### src/rtl/des_perm_pipe.sv
// des_perm_pipe: stallable, registered DES Initial/Final Permutation unit.
//
// A block {in_left, in_right} accepted on the valid/ready handshake is
// permuted (IP or FP, with the optional R||L swap before FP) as pure wiring
// and captured into stage 1. Stages 2..STAGES only delay the data, the tag
// and a valid bit. Empty stages are filled even while the output is stalled,
// so the pipe holds up to STAGES blocks.
//
// Parameters:
//   STAGES  register stages, 1..4
//   TAG_W   sideband tag width
//   CNT_W   completed-block counter width
//
// Ports:
//   clk, rst_n           rising-edge clock, asynchronous active-low reset
//   in_valid / in_ready  input handshake (in_ready has no path from in_valid)
//   in_mode              0 = FP, 1 = IP
//   in_swap              FP only: permute {in_right, in_left}
//   in_left, in_right    block halves (bits 63:32 and 31:0)
//   in_tag               sideband tag, passed through unchanged
//   out_valid/out_ready  output handshake
//   out_data, out_tag    last-stage registers, bit 63 = DES bit 1
//   out_count            completed output handshakes, wraps
//   cnt_clr              synchronous clear of out_count, wins over increment
//   err_sticky           self-check mismatch flag
//
// Build option: define DES_PERM_SELFCHECK_EN to carry the pre-permutation
// word through the pipe and check the inverse permutation of out_data
// against it. Without it err_sticky is tied to 0.

module des_perm_pipe #(
  parameter int STAGES = 2,
  parameter int TAG_W  = 4,
  parameter int CNT_W  = 16
) (
  input  logic             clk,
  input  logic             rst_n,
  input  logic             in_valid,
  output logic             in_ready,
  input  logic             in_mode,
  input  logic             in_swap,
  input  logic [31:0]      in_left,
  input  logic [31:0]      in_right,
  input  logic [TAG_W-1:0] in_tag,
  output logic             out_valid,
  input  logic             out_ready,
  output logic [63:0]      out_data,
  output logic [TAG_W-1:0] out_tag,
  output logic [CNT_W-1:0] out_count,
  input  logic             cnt_clr,
  output logic             err_sticky
);

  localparam int LAST = STAGES - 1;

  // Output bit i (0 = MSB = DES bit 1) takes DES input bit src. The IP and
  // FP tables are regular enough to be generated from row/column indices.
  function automatic logic [63:0] perm_ip(input logic [63:0] x);
    logic [63:0] y;
    int row, col, src;
    y = '0;
    for (int i = 0; i < 64; i++) begin
      row = i / 8;
      col = i % 8;
      src = ((row < 4) ? (58 + 2 * row) : (49 + 2 * row)) - 8 * col;
      y[6'(63 - i)] = x[6'(64 - src)];
    end
    return y;
  endfunction

  function automatic logic [63:0] perm_fp(input logic [63:0] x);
    logic [63:0] y;
    int row, col, src;
    y = '0;
    for (int i = 0; i < 64; i++) begin
      row = i / 8;
      col = i % 8;
      src = (((col % 2) == 0) ? 40 : 8) + 8 * (col / 2) - row;
      y[6'(63 - i)] = x[6'(64 - src)];
    end
    return y;
  endfunction

  logic [63:0]       in_word;
  logic [63:0]       perm_word;
  logic [STAGES-1:0] stage_ld;
  logic [STAGES-1:0] vld_q, vld_d;
  logic [63:0]       data_q [STAGES];
  logic [63:0]       data_d [STAGES];
  logic [TAG_W-1:0]  tag_q  [STAGES];
  logic [TAG_W-1:0]  tag_d  [STAGES];
  logic [CNT_W-1:0]  cnt_q, cnt_d;
  logic              fire;

  assign in_word   = (!in_mode && in_swap) ? {in_right, in_left} : {in_left, in_right};
  assign perm_word = in_mode ? perm_ip(in_word) : perm_fp(in_word);

  // Stage k may load unless it and every stage after it are full while the
  // output is stalled. Scanning from the output keeps in_ready free of any
  // path from in_valid.
  always_comb begin
    logic tail_full;
    tail_full = 1'b1;
    stage_ld  = '0;
    for (int k = LAST; k >= 0; k--) begin
      tail_full   = tail_full & vld_q[k];
      stage_ld[k] = ~tail_full | out_ready;
    end
  end

  // NOTE: every variable written here gets a default first; a path that
  // leaves one unassigned would infer a latch.
  always_comb begin
    vld_d  = vld_q;
    data_d = data_q;
    tag_d  = tag_q;
    if (stage_ld[0]) begin
      vld_d[0] = in_valid;
      if (in_valid) begin
        data_d[0] = perm_word;
        tag_d[0]  = in_tag;
      end
    end
    for (int k = 1; k < STAGES; k++) begin
      if (stage_ld[k]) begin
        vld_d[k] = vld_q[k-1];
        // Payload moves only with a real block so a bubble never disturbs it.
        if (vld_q[k-1]) begin
          data_d[k] = data_q[k-1];
          tag_d[k]  = tag_q[k-1];
        end
      end
    end
  end

  assign fire = vld_q[LAST] & out_ready;

  always_comb begin
    cnt_d = cnt_q;
    if (cnt_clr) begin
      cnt_d = '0;
    end else if (fire) begin
      cnt_d = cnt_q + CNT_W'(1);
    end
  end

  // NOTE: the stage data/tag arrays are reset too, because out_data and
  // out_tag must read 0 during reset, not just be qualified by out_valid.
  always_ff @(posedge clk or negedge rst_n) begin
    if (!rst_n) begin
      vld_q <= '0;
      cnt_q <= '0;
      for (int k = 0; k < STAGES; k++) begin
        data_q[k] <= '0;
        tag_q[k]  <= '0;
      end
    end else begin
      // NOTE: non-blocking assignments so every stage samples the pre-edge
      // value of its neighbour.
      vld_q  <= vld_d;
      data_q <= data_d;
      tag_q  <= tag_d;
      cnt_q  <= cnt_d;
    end
  end

  assign in_ready  = stage_ld[0];
  assign out_valid = vld_q[LAST];
  assign out_data  = data_q[LAST];
  assign out_tag   = tag_q[LAST];
  assign out_count = cnt_q;

`ifdef DES_PERM_SELFCHECK_EN
  logic [63:0]       raw_q [STAGES];
  logic [63:0]       raw_d [STAGES];
  logic [STAGES-1:0] mode_q, mode_d;
  logic [STAGES-1:0] swap_q, swap_d;
  logic [63:0]       chk_word;
  logic [63:0]       chk_ref;
  logic              err_q, err_d;

  // Shadow pipe of the unpermuted halves and mode bits, moving in lockstep
  // with the main stages. The check on the last stage is combinational, so
  // it adds no latency.
  always_comb begin
    raw_d  = raw_q;
    mode_d = mode_q;
    swap_d = swap_q;
    if (stage_ld[0] && in_valid) begin
      raw_d[0]  = {in_left, in_right};
      mode_d[0] = in_mode;
      swap_d[0] = in_swap;
    end
    for (int k = 1; k < STAGES; k++) begin
      if (stage_ld[k] && vld_q[k-1]) begin
        raw_d[k]  = raw_q[k-1];
        mode_d[k] = mode_q[k-1];
        swap_d[k] = swap_q[k-1];
      end
    end
    chk_word = mode_q[LAST] ? perm_fp(data_q[LAST]) : perm_ip(data_q[LAST]);
    chk_ref  = (!mode_q[LAST] && swap_q[LAST]) ?
               {raw_q[LAST][31:0], raw_q[LAST][63:32]} : raw_q[LAST];
    err_d    = err_q | (vld_q[LAST] & (chk_word != chk_ref));
  end

  always_ff @(posedge clk or negedge rst_n) begin
    if (!rst_n) begin
      mode_q <= '0;
      swap_q <= '0;
      err_q  <= 1'b0;
      for (int k = 0; k < STAGES; k++) begin
        raw_q[k] <= '0;
      end
    end else begin
      raw_q  <= raw_d;
      mode_q <= mode_d;
      swap_q <= swap_d;
      err_q  <= err_d;
    end
  end

  assign err_sticky = err_q;
`else
  assign err_sticky = 1'b0;
`endif

endmodule
### config.mk
export PLATFORM = sky130hd
export DESIGN_NAME = des_perm_pipe
export DESIGN_NICKNAME = d
export VERILOG_FILES = /design/src/rtl/des_perm_pipe.sv
export SDC_FILE = /design/constraint.sdc
export NUM_CORES = 1
export LEC_CHECK = 0
export BUFFER_PORTS_ARGS = -buffer_cell sky130_fd_sc_hd__buf_2
export CORE_ASPECT_RATIO = 1.5
export CORE_MARGIN = 2
export CORE_UTILIZATION = 48
export CTS_BUF_LIST = sky130_fd_sc_hd__clkbuf_16
export CTS_CLUSTER_DIAMETER = 100
export DETAILED_ROUTE_END_ITERATION = 16
export PLACE_DENSITY_LB_ADDON = 0.08
export SLEW_MARGIN = 10
export SYNTH_ARGS = -nofsm -noshare
export SYNTH_HDL_FRONTEND = slang
export SYNTH_SLANG_ARGS = --single-unit
### constraint.sdc
create_clock -name clk -period 1.9 [get_ports clk]
set_clock_uncertainty 0.05 [all_clocks]
set_input_delay 0.095 -clock clk [delete_from_list [all_inputs] [get_ports clk]]
set_output_delay 0.095 -clock clk [all_outputs]
set_load 0.005 [all_outputs]
After elaboration in Yosys (flattened, before gate mapping) --
Cells that the tools add are included.
Word-level totals: register bits 154
Cells by class: reductions and logical operators 5, muxes and demuxes 4, bitwise gates (word level) 6, add/sub/neg operators 1
Operators with widths (count):
- $mux 32 | 2
- $mux 16 | 2
- $add 16x1->16 const B | 1
- $reduce_and 2->1 | 2
- $and 1x1->1 | 2
- $not 1->1 | 2
- $or 1x1->1 | 2
- $reduce_bool 2->1 | 1
- $logic_and 1x1->1 | 1
- $logic_not 1->1 | 1

Logic depth before layout (Yosys ltp) --
Gate-level depths: netlist of the first run.
depth after elaboration 4, depth in mapped cells 6, gate-level depth less buffers 5

Worst setup path before layout of the first run --
Ideal clock, no wire load.
kind flip-flop to flip-flop, start reg cnt_q[0] (netlist: out_count[0]), end reg cnt_q[14] (netlist: out_count[14]), required time 1722 ps, cell stages (with the launch flop) 6, setup slack 219 ps, data arrival time 1503 ps, period minus slack after synthesis 1681 ps, buffers on the path 0, path through dfrtp_1 -> ha_1 -> nand4_1 -> nor3_2 -> nor2b_1 -> mux2_1
On the way: cells in the longest elaborated chain, start to end 3
Ends and longest elaborated chain:
- start: declaration | line 92 | logic [CNT_W-1:0] cnt_q, cnt_d;
- start signal: assignment | line 163 | cnt_q <= cnt_d;
- $add 16x1->16 | line 143 | cnt_d = cnt_q + CNT_W'(1);
- $mux 16 | line 142 | end else if (fire) begin
- $mux 16 | line 140 | if (cnt_clr) begin
No other way between the ends. The select of a mux whose other input is x is not followed. A chain may end at the register's enable or synchronous reset.

Worst setup path after layout of the first run --
Same ends and word-level chain as after synthesis.

==> qor_table.md, run 1 <==
| Group | Quantity | This run |
|:---|:---|:---|
| clock tree | Source-to-sink clock delay at the later pin of the worst-skew pair | 0.32 ns |
| drt | Routed Antenna Nets | 0 |
| final layout | Finished Core Util | 58.4% |
| critical path | CP arrival | 1.87 ns |
| power | Flop pwr share | 46.2% |
| sta | Setup repair after global routing missed its margin | no |
| sta | Relative slew slack | 60.5% |
| run status | Status | completed |
| sta | Highest clock rate | 584 MHz |
| global routing | Global-route wire length before repair | 11.5 mm |
| drt | Average wire per standard cell | 13.1 microns |
| logic synthesis | Most used flip-flop cell after synthesis | dfrtp_1 |
| logic synthesis | Mapped Avg Cell Area | 10.7 sq um |
| die | Overall die area | 8550 sq um |
| power | Internal Pwr Total | 0.00313 W |
| global routing | Busiest layer in global routing | met2 |
| logic synthesis | Netlist cell types | 34 |
| die | Number of rows in the core area | 39 |
| critical path | Crit path required time | 2.06 ns |
| drt | Aggregate routed wire length | 7.15 mm |
| placed design | Post-detail-place hpwl | 5.07 mm |
| global routing | GRT met1 Usage | 20.7% |
| critical path | Setup crit end kind | flip-flop |
| critical path | Critical-path maximum fanout | 4 |
| final layout | Number of antenna cells inserted | 0 |
| power | Switching power | 0.000992 W |
| global routing | Initial antenna violation count | 0 |
| power | Leakage power | 2.27 nW |
| logic synthesis | Seq/Total Area, Yosys | 49.3% |
| drt | Routed via count divided by cell count | 4.69 |
| logic synthesis | Cell types occupying the most area after synthesis | dfrtp_1 49%, buf_4 14%, mux2_2 11% |
| hold path | Worst hold-check path type | primary input to flip-flop |
| clock tree | TritonCTS clock tree | done |
| sta | Tmin final | 1.71 ns |
| power | Power share of the combinational group | 15.9% |
| hold path | Startpoint of the most critical hold path | in_right[1] |
| final layout | Area growth from synthesis to layout | 18.4% |
| global routing | M2 GR Usage | 29.1% |
| clock tree | Clock slew seen by the registers of the worst setup and hold paths | 0.05 ns |
| logic synthesis | Most instantiated cells after synthesis | 74 x dfrtp_1, 71 x buf_4, 38 x nand2_1 |
| logic synthesis | Flops & latches, synth | 74 |
| placed design | Number of buffers inserted by port buffering | 96 |
| drt | DRT iter0 DRCs | 114 |
| logic synthesis | Share of async-settable or async-resettable flops after synthesis | 100% |
| placed design | RePlAce Congestion | 0.748 |
| critical path | Critical setup path kind | flip-flop to flip-flop |
| critical path | Worst reg2reg startpoint | out_count[0] |
| power | Clock share of power | 38.0% |
| die | Die outline height | 112 microns |
| sta | Number of failing setup endpoints in the final timing report | 0 |
| sta | Final sum of negative setup slack | 0 ns |
| die | Starting Density | 49.3% |
| power | IR drop worst, VDD | 0.635 mV |
| sta | Pin slew with the least headroom to its limit | 0.592 ns |
| sta | Setup WS post-layout | 0.189 ns |
| logic synthesis | Number of warnings reported in the yosys synthesis log | 0 |
| logic synthesis | Area of the mapped netlist | 3750 sq um |
| final layout | Proportion of layout cells with a drive suffix above 1 | 36.2% |
| final layout | Number of nets in the finished design | 513 |
| sta | Final worst path period share | 90.1% |
| critical path | Critical path startpoint category | flip-flop |
| clock tree | Number of levels the H-tree was split into | 3 |
| global routing | Via count of the first global-routing pass | 2439 |
| die | Top-level I/O count | 162 |
| logic synthesis | Post-synth EDFFs | 0 |
| job | Count of maximum capacitance violations | 0 |
| global routing | Global-route usage over all layers | 17.5% |
| drt | Total via count after detailed routing | 2550 |
| critical path | Reg2reg setup slack | 0.19 ns |
| global routing | Total congestion overflow | 0 |
| logic synthesis | Cell type with the highest aggregate area in the netlist | dfrtp_1 |
| logic synthesis | Cell with the most instances after synthesis | dfrtp_1 |
| die | Die W | 76.2 microns |
| drt | Count of TritonRoute iterations in the first routing pass | 5 |
| hold path | Depth of the worst hold-timing path | 3 |
| global routing | GRT met3 Usage | 6.67% |
| clock tree | Total clock sinks | 74 |
| logic synthesis | Share of the synthesized area in the top cell type | 49.3% |
| sta | Final number of max-transition violations | 0 |
| critical path | Logic depth of the worst register-to-register path | 5 |
| logic synthesis | Post-synthesis cell count | 350 |
| die | Core footprint | 7610 sq um |
| power | PwrDens | 927 nW/um^2 |
| power | Switching Share | 24.1% |
| clock tree | Number of buffers created by CTS | 9 |
| drt | Number of remaining DRC errors | 0 |
| global routing | Pin count of the biggest net entering global routing | 45 |
| critical path | R2r endpoint | out_count[14] |
| clock tree | Maximum count of clock buffers along a single path | 2 |
| sta | Total count of hold-check failures in the final report | 0 |
| clock tree | Post-CTS setup buffer count | 0 |
| clock tree | CTS Root Cell | clkbuf_16 |
| placed design | Worst slack, placed | 0.165 ns |
| hold path | Min-Delay Endpoint | data_q[71] |
[flip-flops by register name, indices dropped and copies added (netlist names)]
name and flops:
out_count 16, data_q 24, out_tag 4, out_data 24
tag_q 4, vld_q 2
[layer usage]
| layer | wire [microns] | up-vias | part of all wire, % |
|---|---|---|---|
| met5 | 0 | - | 0 |
| met4 | 108 | 0 | 1.5 |
| met3 | 401 | 8 | 5.6 |
| met2 | 3730 | 83 | 52 |
| met1 | 2910 | 1215 | 41 |
| li1 | - | 1244 | - |
[metrics by stage]
stage                     cells  hold slack [ns]  power [W]  cell area, sq um
after floorplan             390           -0.251    0.00249              3900
after CTS                   544         0.000349    0.00419              4440
after global placement      514           0.0913    0.00256              4030
final                       544          0.00906    0.00412              4440
after global routing        544           0.0235    0.00437              4440
after detailed placement    514           0.0966    0.00258              4030
[critical path, stage by stage, from the launching register on]
cell and delay, ns:
dfrtp_1 0.40, ha_1 0.20, nand4_1 0.16, nor3_2 0.28, nor2b_1 0.18, mux2_1 0.33
[worst max path at each step]
stage	from	end	slack [ns]
6_report	out_count[0]	out_count[14]	0.19
5_1_grt	vld_q[1]	data_q[79]	0.11
4_1_cts	out_count[0]	out_count[14]	0.15
3_5_place_dp	out_count[0]	out_count[14]	0.16
3_3_place_gp	out_count[0]	out_count[14]	0.21
2_1_floorplan	out_count[0]	out_count[14]	0.22
[kinds of logic (layout without fill, tap and decap cells)]
kind of cell / Yosys count / count (layout) / share of synthesized area, %
AND/OR/NAND/NOR: 90 / 90 / 11.7
other: 1 / 41 / 0.0999
flip-flops: 74 / 74 / 49.3
multiplexers: 52 / 52 / 15.1
AO/OA/AOI/OAI: 40 / 40 / 6.07
adder cells (fa/ha/maj): 1 / 1 / 0.333
XOR/XNOR: 7 / 7 / 1.63
buffers and inverters: 85 / 137 / 15.7
[power groups by stage]
stage          clock [W]  combinational [W]  sequential, W
6_report         0.00156           0.000654        0.00190
5_1_grt          0.00171           0.000731        0.00193
4_1_cts          0.00162           0.000668        0.00191
3_5_place_dp           0           0.000644        0.00193
3_3_place_gp           0           0.000635        0.00192
2_1_floorplan          0           0.000587        0.00190
[final cells by class]
cell class / instances / area, sq um
repair buffers: 119 / 716
inverters: 2 / 7.51
clock inverters: 7 / 52.6
multi-input cells: 231 / 1460
fillers: 722 / 3170
clock buffers: 9 / 225
flip-flops and latches: 74 / 1850
well taps: 102 / 128
[what timing repair did]
action | 4_1_cts | 5_1_grt
endpoints found under the hold margin | 56 | 0
hold buffers | 14 | 0
resized for setup | 0 | 0
[placed cells by master, fill, tap and decap left out, types with 3 or more instances in the layout]
cell / netlist / final
mux2i_1: 16 / 16
nand2_1: 38 / 37
o21ai_0: 18 / 18
nand2_2: 2 / 3
dlygate4sd3_1: 0 / 14
xnor2_1: 5 / 5
nand2b_1: 5 / 5
inv_1: 2 / 4
nand3_1: 5 / 5
o31ai_1: 8 / 8
buf_4: 71 / 8
nor2b_1: 4 / 4
nor2_1: 22 / 22
clkinv_1: 0 / 4
buf_2: 3 / 95
dfrtp_1: 74 / 74
clkbuf_16: 0 / 9
mux2_2: 35 / 35
a21oi_1: 12 / 12
conb_1: 1 / 41
(Power assumes the default switching activity.)
==> run 2, diff against run 1 <==
CORE_UTILIZATION = 52   (was 48)
clock period = 2 ns   (was 1.9 ns; I/O delays follow)
==> run 2 against run 1 <==
Effect of this change:
- register-to-register slack improved by 0.12 ns
- worst setup slack improved by 0.12 ns
- largest cell class unchanged
- cell count fell by 5.0%
- largest power group unchanged
- design area fell by 1.7%
==> qor_table.md, run 2 (synthesized netlist as in run 1, its figures left out) <==
| Group | Quantity | This run |
|:---|:---|:---|
| power | Clock share of power | 36.0% |
| global routing | Global-route usage over all layers | 18.5% |
| clock tree | CTS Root Cell | clkbuf_16 |
| power | Leakage power | 2.25 nW |
| global routing | Pin count of the biggest net entering global routing | 44 |
| placed design | Post-detail-place hpwl | 5.00 mm |
| clock tree | Source-to-sink clock delay at the later pin of the worst-skew pair | 0.32 ns |
| critical path | Critical setup path kind | flip-flop to flip-flop |
| drt | Routed via count divided by cell count | 4.91 |
| final layout | Number of antenna cells inserted | 0 |
| critical path | Critical path startpoint category | flip-flop |
| clock tree | Post-CTS setup buffer count | 0 |
| sta | Final number of max-transition violations | 0 |
| die | Overall die area | 7930 sq um |
| run status | Status | completed |
| final layout | Commonest non-fill, non-tap cells in the layout | 95 x buf_2, 74 x dfrtp_1, 41 x conb_1 |
| placed design | Number of buffers inserted by port buffering | 96 |
| power | Switching power | 0.000943 W |
| sta | Highest clock rate | 591 MHz |
| sta | Final sum of negative setup slack | 0 ns |
| critical path | Setup crit end kind | flip-flop |
| power | IR drop worst, VDD | 0.610 mV |
| drt | Total via count after detailed routing | 2537 |
| final layout | Finished Core Util | 62.9% |
| final layout | Most common library cell in the layout ignoring fill and taps | buf_2 |
| sta | Total count of hold-check failures in the final report | 0 |
| clock tree | TritonCTS clock tree | done |
| final layout | Proportion of layout cells with a drive suffix above 1 | 36.7% |
| die | Starting Density | 54.0% |
| final layout | Final non-filler cell total | 517 |
| final layout | Area growth from synthesis to layout | 16.5% |
| clock tree | Maximum count of clock buffers along a single path | 2 |
| placed design | Number of cells after detailed placement | 489 |
| power | Internal Pwr Total | 0.00284 W |
| hold path | Worst hold-check path type | primary input to flip-flop |
| power | Flop pwr share | 47.9% |
| global routing | GRT met3 Usage | 4.66% |
| die | Core footprint | 6940 sq um |
| die | Die outline height | 108 microns |
| final layout | Total area of sequential cells | 1850 sq um |
| clock tree | Total clock sinks | 74 |
| power | Switching Share | 24.9% |
| final layout | Fillers | 608 |
| drt | Average wire per standard cell | 13.4 microns |
| clock tree | Clock slew seen by the registers of the worst setup and hold paths | 0.05 ns |
| critical path | Critical-path maximum fanout | 7 |
| placed design | Worst slack, placed | 0.278 ns |
| drt | Routed Antenna Nets | 0 |
| critical path | Crit path required time | 2.16 ns |
| die | Number of rows in the core area | 37 |
| clock tree | Number of buffers created by CTS | 9 |
| global routing | Busiest layer in global routing | met2 |
| drt | DRT iter0 DRCs | 112 |
| clock tree | Number of levels the H-tree was split into | 3 |
| sta | Number of failing setup endpoints in the final timing report | 0 |
| placed design | RePlAce Congestion | 0.807 |
| sta | Final worst path period share | 84.6% |
| critical path | CP arrival | 1.85 ns |
| global routing | M2 GR Usage | 30.4% |
| die | Top-level I/O count | 162 |
| final layout | Cell area after layout | 4370 sq um |
| job | Count of maximum capacitance violations | 0 |
| global routing | GRT met1 Usage | 22.8% |
| placed design | Area of placed instances | 3990 sq um |
| sta | Pin slew with the least headroom to its limit | 0.526 ns |
| global routing | Global-route wire length before repair | 11.0 mm |
| drt | Count of TritonRoute iterations in the first routing pass | 4 |
| sta | Relative slew slack | 64.9% |
| global routing | Initial antenna violation count | 0 |
| power | PwrDens | 866 nW/um^2 |
| global routing | Total congestion overflow | 0 |
| sta | Tmin final | 1.69 ns |
| power | Power share of the combinational group | 16.2% |
| final layout | Area of combinational cells with multiple inputs | 1460 sq um |
| drt | Number of remaining DRC errors | 0 |
| drt | Aggregate routed wire length | 6.93 mm |
| sta | Setup repair after global routing missed its margin | no |
| final layout | Number of nets in the finished design | 511 |
| die | Die W | 73.4 microns |
| sta | Setup WS post-layout | 0.309 ns |
| global routing | Via count of the first global-routing pass | 2325 |
## run 2: per-layer routing
layer,wire (microns),up-vias
li1,-,1245
met1,2910,1200
met2,3540,85
met3,395,7
met4,89,0
met5,0,-
## run 2: worst max-delay path, cell delays in order, from the launching register on
cell     delay [ns]
dfrtp_1        0.44
nand2_2        0.16
nor4_4         0.36
nor3b_2        0.23
mux2_2         0.34
## run 2: power groups by stage
| stage | clock, W | combinational [W] | sequential, W |
|---|---|---|---|
| 6_report | 0.00136 | 0.000612 | 0.00181 |
| 3_3_place_gp | 0 | 0.000595 | 0.00183 |
| 5_1_grt | 0.00148 | 0.000687 | 0.00184 |
| 2_1_floorplan | 0 | 0.000557 | 0.00180 |
| 3_5_place_dp | 0 | 0.000602 | 0.00184 |
| 4_1_cts | 0.00141 | 0.000624 | 0.00181 |
## run 2: layout make-up
cell class | instances | share of cell area (%)
clock buffer | 9 | 5.15
clock inverter | 6 | 0.601
inverter | 2 | 0.172
multi-input combinational | 231 | 33.5
sequential | 74 | 42.4
tap | 78 | 2.23
timing repair buffer | 117 | 16.0
## run 2: path summary, 6_finish.rpt
path,startpoint,endpoint,cells past startpoint,slack (ns)
hold / removal,in_right[29],data_q[84],3,0.01
setup / recovery,vld_q[1],out_count[15],4,0.31
hold reg to reg,data_q[89],data_q[89],2,0.42
max in group asynchronous,rst_n,tag_q[6],3,1.12
setup reg to reg,vld_q[1],out_count[15],4,0.31
min in group asynchronous,rst_n,out_count[2],2,0.22
## run 2: through the flow
step | hold slack (ns) | power [W]
CTS | 0.000727 | 0.00385
global route | 0.0281 | 0.00400
finish | 0.0126 | 0.00378
floorplan | -0.246 | 0.00236
global placement | 0.0126 | 0.00242
detailed placement | 0.0121 | 0.00244
## run 2: repair_timing
item                                    CTS  global route
gates resized for setup                   0             0
endpoints found under the setup margin    0             0
hold buffers                             13             0
endpoints found under the hold margin    43             0
